==> config.mk <==
export PLATFORM = sky130hd
export DESIGN_NAME = fifo_wr_arbiter
export DESIGN_NICKNAME = d
export VERILOG_FILES = /design/src/rtl/fifo_arb_pkg.sv /design/src/rtl/rr_pick.sv /design/src/rtl/fifo_wr_arbiter.sv
export SDC_FILE = /design/constraint.sdc
export NUM_CORES = 1
export LEC_CHECK = 0
export ABC_AREA = 1
export BUFFER_PORTS_ARGS = -buffer_cell sky130_fd_sc_hd__buf_2
export CAP_MARGIN = 20
export CORE_AREA = 8 8 58 60
export CTS_BUF_LIST = sky130_fd_sc_hd__clkbuf_8
export DETAILED_ROUTE_END_ITERATION = 16
export DIE_AREA = 0 0 66 68
export PLACE_DENSITY = 0.95
export SETUP_SLACK_MARGIN = 0.02
export SYNTH_ARGS = -nofsm -noshare
export SYNTH_HDL_FRONTEND = slang
export SYNTH_SLANG_ARGS = --single-unit
==> constraint.sdc <==
create_clock -name wclk -period 4.7 [get_ports wclk]
set_clock_uncertainty 0.1 [all_clocks]
set_input_delay 0.235 -clock wclk [delete_from_list [all_inputs] [get_ports wclk]]
set_output_delay 0.235 -clock wclk [all_outputs]
set_load 0.05 [all_outputs]
==> src/rtl/fifo_arb_pkg.sv <==
// Shared types and the round-robin selection function for the FIFO write arbiter.
package fifo_arb_pkg;

  localparam int unsigned MAX_NREQ = 16;
  localparam int unsigned MAX_IDXW = 4;
  localparam int unsigned CANDW    = MAX_IDXW + 1;

  typedef enum logic [0:0] {
    IDLE  = 1'b0,
    GRANT = 1'b1
  } arb_state_t;

  typedef struct packed {
    logic                found;
    logic [MAX_IDXW-1:0] idx;
  } rr_sel_t;

  // First set bit of req scanning upward from ptr with wrap at nreq; ptr wins ties.
  function automatic rr_sel_t rr_next(input logic [MAX_NREQ-1:0] req,
                                      input logic [MAX_IDXW-1:0] ptr,
                                      input int unsigned         nreq);
    rr_sel_t          sel;
    logic [CANDW-1:0] cand;
    sel = '0;
    for (int unsigned i = 0; i < MAX_NREQ; i++) begin
      cand = {1'b0, ptr} + CANDW'(i);
      if (cand >= CANDW'(nreq)) cand = cand - CANDW'(nreq);
      if ((i < nreq) && !sel.found && req[cand[MAX_IDXW-1:0]]) begin
        sel.found = 1'b1;
        sel.idx   = cand[MAX_IDXW-1:0];
      end
    end
    return sel;
  endfunction

endpackage

==> src/rtl/rr_pick.sv <==
// Combinational round-robin selector: index, one-hot and found flag for the next owner.
module rr_pick
  import fifo_arb_pkg::*;
#(
  parameter int unsigned NREQ = 4
) (
  input  logic [NREQ-1:0]         req,
  input  logic [$clog2(NREQ)-1:0] ptr,
  output logic                    found_c,
  output logic [$clog2(NREQ)-1:0] idx_c,
  output logic [NREQ-1:0]         onehot_c
);

  localparam int unsigned IDXW = $clog2(NREQ);

  rr_sel_t sel;

  assign sel     = rr_next(MAX_NREQ'(req), MAX_IDXW'(ptr), NREQ);
  assign found_c = sel.found;

  // Decode the wide selection back to this instance's requester range.
  always_comb begin
    idx_c    = '0;
    onehot_c = '0;
    for (int unsigned j = 0; j < NREQ; j++) begin
      if (sel.idx == MAX_IDXW'(j)) begin
        idx_c       = IDXW'(j);
        onehot_c[j] = sel.found;
      end
    end
  end

endmodule

==> src/rtl/fifo_wr_arbiter.sv <==
// Round-robin arbiter sharing the FIFO write port between NREQ producers in bursts.
module fifo_wr_arbiter
  import fifo_arb_pkg::*;
#(
  parameter int unsigned DSIZE = 8,
  parameter int unsigned NREQ  = 4,
  parameter int unsigned BURST = 4
) (
  input  logic                  wclk,
  input  logic                  wrst,
  input  logic [NREQ-1:0]       req,
  input  logic [NREQ*DSIZE-1:0] req_data,
  output logic [NREQ-1:0]       req_ack,
  input  logic                  wfull,
  output logic                  winc,
  output logic [DSIZE-1:0]      wdata,
  output logic [NREQ-1:0]       grant,
  output logic                  busy
);

  localparam int unsigned IDXW = $clog2(NREQ);
  localparam int unsigned CNTW = $clog2(BURST + 1);

  arb_state_t      state_q, state_d;
  logic [NREQ-1:0] grant_q, grant_d;
  logic [IDXW-1:0] owner_q, owner_d;
  logic [IDXW-1:0] ptr_q, ptr_d;
  logic [CNTW-1:0] beat_cnt_q, beat_cnt_d;

  logic             pick_found;
  logic [IDXW-1:0]  pick_idx;
  logic [NREQ-1:0]  pick_onehot;
  logic             owner_req;
  logic [DSIZE-1:0] owner_data;
  logic             burst_done;

  rr_pick #(
    .NREQ(NREQ)
  ) u_rr_pick (
    .req     (req),
    .ptr     (ptr_q),
    .found_c (pick_found),
    .idx_c   (pick_idx),
    .onehot_c(pick_onehot)
  );

  // Mux out the current owner's request and data word.
  always_comb begin
    owner_req  = 1'b0;
    owner_data = '0;
    for (int unsigned i = 0; i < NREQ; i++) begin
      if (owner_q == IDXW'(i)) begin
        owner_req  = req[i];
        owner_data = req_data[i*DSIZE +: DSIZE];
      end
    end
  end

  assign burst_done = (beat_cnt_q == CNTW'(BURST - 1));

  // Next-state and write-strobe logic; writes are gated by wfull and by reset.
  always_comb begin
    state_d    = state_q;
    grant_d    = grant_q;
    owner_d    = owner_q;
    ptr_d      = ptr_q;
    beat_cnt_d = beat_cnt_q;
    winc       = 1'b0;
    wdata      = '0;
    req_ack    = '0;
    case (state_q)
      IDLE: begin
        if (pick_found) begin
          state_d    = GRANT;
          grant_d    = pick_onehot;
          owner_d    = pick_idx;
          beat_cnt_d = '0;
        end
      end
      GRANT: begin
        winc    = owner_req & ~wfull & ~wrst;
        wdata   = owner_data;
        req_ack = grant_q & {NREQ{winc}};
        if (winc) beat_cnt_d = beat_cnt_q + CNTW'(1);
        if ((winc && burst_done) || !owner_req) begin
          state_d    = IDLE;
          grant_d    = '0;
          beat_cnt_d = '0;
          ptr_d      = (owner_q == IDXW'(NREQ - 1)) ? '0 : owner_q + IDXW'(1);
        end
      end
      default: state_d = IDLE;
    endcase
  end

  // State registers with synchronous reset taking priority over everything.
  always_ff @(posedge wclk) begin
    if (wrst) begin
      state_q    <= IDLE;
      grant_q    <= '0;
      owner_q    <= '0;
      ptr_q      <= '0;
      beat_cnt_q <= '0;
    end else begin
      state_q    <= state_d;
      grant_q    <= grant_d;
      owner_q    <= owner_d;
      ptr_q      <= ptr_d;
      beat_cnt_q <= beat_cnt_d;
    end
  end

  assign grant = grant_q;
  assign busy  = (state_q == GRANT);

endmodule
==> metrics.md <==
| Metric | Value |
|---|---|
| NumNets Final | 297 |
| Run status | completed |
| Iteration-0 DRC count of the detailed router | 76 |
| Share of cells above drive strength 1 | between 30% and 40% |
| Share of the cycle needed by the critical path after routing | 52.3% |
| Netlist cell types | 24 |
| Die footprint | 4490 µm² |
| Maximum resistive drop on vdd | 0.462 mV |
| Slew margin rel. | between 60% and 70% |
| Via count normalized by instance count | 5.19 |
| Maximum level of the CTS H-tree | 1 |
| Kind of capture point of the worst setup path | output port |
| Largest driver fanout on the critical path | 10 |
| Multiplexer share of the synthesized area | 0% |
| Biggest cell delay along the critical path | 0.40 ns |
| Starting utilization of the core area | 47.8% |
| GRT Residual Overflow | 0 |
| Mapped cell area | approximately 1200 µm² |
| Dpl cells | 275 |
| Number of global-route vias before repair | 1366 |
| Met2 WL post-DR | between 1500 and 2000 µm |
| Routed met1 length | 1460 µm |
| Highest Signal Layer | met4 |
| Buffer and inverter count on the worst path | 2 |
| Number of nets produced by synthesis | 242 |
| Core outline area | roughly 2600 µm² |
| Mean instance size in the synthesized netlist | 6.33 µm² |
| Final critical-path required period | 2.46 ns |
| Number of synthesis warnings | 0 |
| Simple logic cell fraction of the synthesized area | 33.9% |
| Area taken by multi-input logic gates | 835 µm² |
| Max Buffers Root-to-Sink | 2 |
| Total of flip-flops plus latches after synthesis | 12 |
| Fraction of the mapped netlist area in adder cells | 9.17% |
| Global-route wire length before repair | 5690 µm |
| Detailed-router iteration count before antenna repair | 4 |
| Critical path launch point type | flop |
| WP data required | 4.37 ns |
| Cell area power density | 796 nW/µm² |
| Maximum number of pins on one net before global-route repair | 19 |
| Number of port buffers | 56 |
| TritonCTS clock tree | done |
| Routed length on met3 | around 360 µm |
| Vias after detailed routing | 1447 |
| Count of mapped cells out of synthesis | 194 |
| Final antenna diode count | 0 |
| Area growth from synthesis to layout | 27.4% |
| Number of inserted filler cells in the final layout | 242 |
| Dominant delay contributor by cell family on the critical path | simple AND/OR/NAND/NOR gates |
| Antenna viol nets, final | 0 |
| # setup viols final | 0 |
| Setup total negative slack | 0 ns |
| Final hold vios | 0 |
| Setup Slack @ Placement | 2.51 ns |
| Transition time at the pin with the least slew margin | 0.492 ns |
| Per-cell routed wire length | 12.8 µm |
| Series of cell instances along the critical path | inv_1, ha_1, nor2_8, nand2_2, nand2_1, nand2_1, o21ai_2, nand3_4, nor2_1, buf_2 |
| CTS Hold Buffers Added | 0 |
| CTS clk-pin slew, worst paths | 0.06 ns |
| Pwr Total | 1250 µW |
| Post-CTS resize count | 0 |
| Dominant combinational cell family by area after synthesis | simple AND/OR/NAND/NOR gates |
| Cell with the most instances on the worst path | sky130_fd_sc_hd__nand2_1 |
| Synthesized-area fraction occupied by ao, oa, aoi and oai cells | 24.9% |
| Detailed placement HPWL | 2760 µm |
| Number of pins with negative max-slew slack in the final report | 0 |
| Signal arrival time at the worst endpoint | 2.12 ns |
| Top-level port count | 57 |
| Worst min path class | in2reg |
| Static leakage power | roughly 0.00084 µW |
| Number of antenna violations at the first check in global routing | 0 |
| Number of post-CTS setup repair buffers | 0 |
| Total global routing track utilization | 15.7% |
| Startpoint-to-endpoint class of the critical path | reg2out |
| Slowest cell on crit path | sky130_fd_sc_hd__dfxtp_1 |
| DIE WIDTH | 66 µm |
| Number of maximum-capacitance violations | 0 |
| Xor and xnor area share after synthesis | 0% |
| GPL Wtd Cong | 0.846 |
| Maximum clock frequency | roughly 410 MHz |
| Setup repair after global routing missed its margin | false |
| Non-filler instance count after layout | 279 |
| Number of buffers created by CTS | 3 |
| Clock tree root driver cell | sky130_fd_sc_hd__clkbuf_8 |
| Die height | 68 µm |
| TritonCTS sink count | 12 |
| Num rows | 19 |
| Final Routed Wirelength | 3560 µm |
| Clock Latency Late Sink | 0.25 ns |
| Share of synthesized area occupied by flip-flops and latches | about a fifth |
| Sequential Area | 240 µm² |
| Slack of the critical path | 2.24 ns |
| Remaining DRCs | 0 |
==> registers in the layout, summed over array words and instances, names as in the netlist <==
| register | flops |
|---|---|
| busy | 1 |
| beat_cnt_q | 3 |
| grant | 4 |
| ptr_q | 2 |
| owner_q | 2 |
==> cell families (layout without fill, tap and decap cells) <==
group / Yosys count / count (layout)
adder cells (fa/ha/maj): 9 / 9
AND/OR/NAND/NOR: 84 / 84
buffers and inverters: 35 / 89
AO/OA/AOI/OAI: 54 / 54
flip-flops: 12 / 12
==> layer usage <==
metal	vias to the layer above	global-route usage (%)
met4	0	7.20
met3	11	5.24
li1	750	-
met2	65	27.9
met5	-	0
met1	621	16.6
==> cells in the final DEF, fill, tap and decap left out <==
| master | Yosys | routed |
|---|---|---|
| sky130_fd_sc_hd__a211oi_1 | 2 | 2 |
| sky130_fd_sc_hd__a21oi_1 | 23 | 23 |
| sky130_fd_sc_hd__a22oi_1 | 8 | 8 |
| sky130_fd_sc_hd__buf_2 | 0 | 56 |
| sky130_fd_sc_hd__clkbuf_8 | 0 | 4 |
| sky130_fd_sc_hd__clkinv_2 | 1 | 1 |
| sky130_fd_sc_hd__dfxtp_1 | 12 | 12 |
| sky130_fd_sc_hd__ha_1 | 9 | 9 |
| sky130_fd_sc_hd__inv_1 | 27 | 27 |
| sky130_fd_sc_hd__inv_6 | 1 | 1 |
| sky130_fd_sc_hd__nand2_1 | 41 | 41 |
| sky130_fd_sc_hd__nand2_2 | 6 | 6 |
| sky130_fd_sc_hd__nand3_1 | 15 | 15 |
| sky130_fd_sc_hd__nand3_2 | 2 | 2 |
| sky130_fd_sc_hd__nand3_4 | 1 | 1 |
| sky130_fd_sc_hd__nand4_1 | 2 | 2 |
| sky130_fd_sc_hd__nor2_1 | 12 | 12 |
| sky130_fd_sc_hd__nor2_2 | 1 | 1 |
| sky130_fd_sc_hd__nor2_4 | 2 | 2 |
| sky130_fd_sc_hd__nor2_8 | 1 | 1 |
| sky130_fd_sc_hd__o21a_1 | 1 | 1 |
| sky130_fd_sc_hd__o21ai_0 | 18 | 18 |
| sky130_fd_sc_hd__o21ai_2 | 2 | 2 |
| sky130_fd_sc_hd__or2_0 | 1 | 1 |
==> stage by stage <==
| stage | hold WS, ns | instance area [µm²] | utilization (%) |
|---|---|---|---|
| after CTS | 0.218 | 1560 | 60.9 |
| final | 0.212 | 1560 | 60.9 |
| after global routing | 0.251 | 1560 | 60.9 |
| after floorplan | 0.213 | 1230 | - |
| after detailed placement | 0.357 | 1510 | 58.8 |
| after global placement | 0.353 | 1510 | 58.8 |
==> cell usage after synthesis <==
cell | number | area, µm²
sky130_fd_sc_hd__clkinv_2 | 1 | 5.00
sky130_fd_sc_hd__o21a_1 | 1 | 7.51
sky130_fd_sc_hd__nor2_8 | 1 | 20.0
sky130_fd_sc_hd__nand3_1 | 15 | 75.1
sky130_fd_sc_hd__o21ai_0 | 18 | 90.1
sky130_fd_sc_hd__dfxtp_1 | 12 | 240
sky130_fd_sc_hd__inv_6 | 1 | 8.76
sky130_fd_sc_hd__nor2_2 | 1 | 6.26
sky130_fd_sc_hd__nor2_4 | 2 | 22.5
sky130_fd_sc_hd__inv_1 | 27 | 101
sky130_fd_sc_hd__o21ai_2 | 2 | 17.5
sky130_fd_sc_hd__or2_0 | 1 | 6.26
sky130_fd_sc_hd__nand3_2 | 2 | 20.0
sky130_fd_sc_hd__a21oi_1 | 23 | 115
sky130_fd_sc_hd__a22oi_1 | 8 | 60.1
sky130_fd_sc_hd__nand4_1 | 2 | 12.5
sky130_fd_sc_hd__clkbuf_1 | 4 | 15.0
sky130_fd_sc_hd__nand2_1 | 41 | 154
sky130_fd_sc_hd__a211oi_1 | 2 | 15.0
sky130_fd_sc_hd__buf_6 | 2 | 22.5
sky130_fd_sc_hd__nand3_4 | 1 | 17.5
sky130_fd_sc_hd__nor2_1 | 12 | 45.0
sky130_fd_sc_hd__nand2_2 | 6 | 37.5
sky130_fd_sc_hd__ha_1 | 9 | 113
==> worst paths after layout <==
check                 from             to  slack (ns)  cells past startpoint
min reg2reg  beat_cnt_q[2]  beat_cnt_q[2]        0.36                      2
min                   wrst       grant[2]        0.21                      2
max reg2reg       ptr_q[0]     owner_q[0]        2.49                     11
max             owner_q[1]     req_ack[3]        2.24                     10
==> power breakdown <==
group / switching [µW] / internal (µW) / leakage [µW]
combinational: 659 / 278 / 0.000711
sequential: 52.1 / 137 / 0.0000981
clock: 44.6 / 74.4 / 0.0000288
==> worst reg2reg max path, stage by stage (launching register included) <==
cell	delay, ns
sky130_fd_sc_hd__dfxtp_1	0.58
sky130_fd_sc_hd__inv_6	0.08
sky130_fd_sc_hd__ha_1	0.35
sky130_fd_sc_hd__inv_1	0.07
sky130_fd_sc_hd__nand3_1	0.09
sky130_fd_sc_hd__nand2_2	0.08
sky130_fd_sc_hd__nor2_4	0.17
sky130_fd_sc_hd__nand3_1	0.14
sky130_fd_sc_hd__nand3_1	0.13
sky130_fd_sc_hd__nor2_2	0.06
sky130_fd_sc_hd__a21oi_1	0.18
sky130_fd_sc_hd__nor2_1	0.07
==> area by class of cell <==
type / instances / share of cell area (%)
inverter: 29 / 7.36
timing repair buffer: 56 / 17.9
sequential: 12 / 15.4
clock buffer: 4 / 3.52
tap: 31 / 2.48
multi-input combinational: 147 / 53.4
Power figures use the tool's default switching activity.
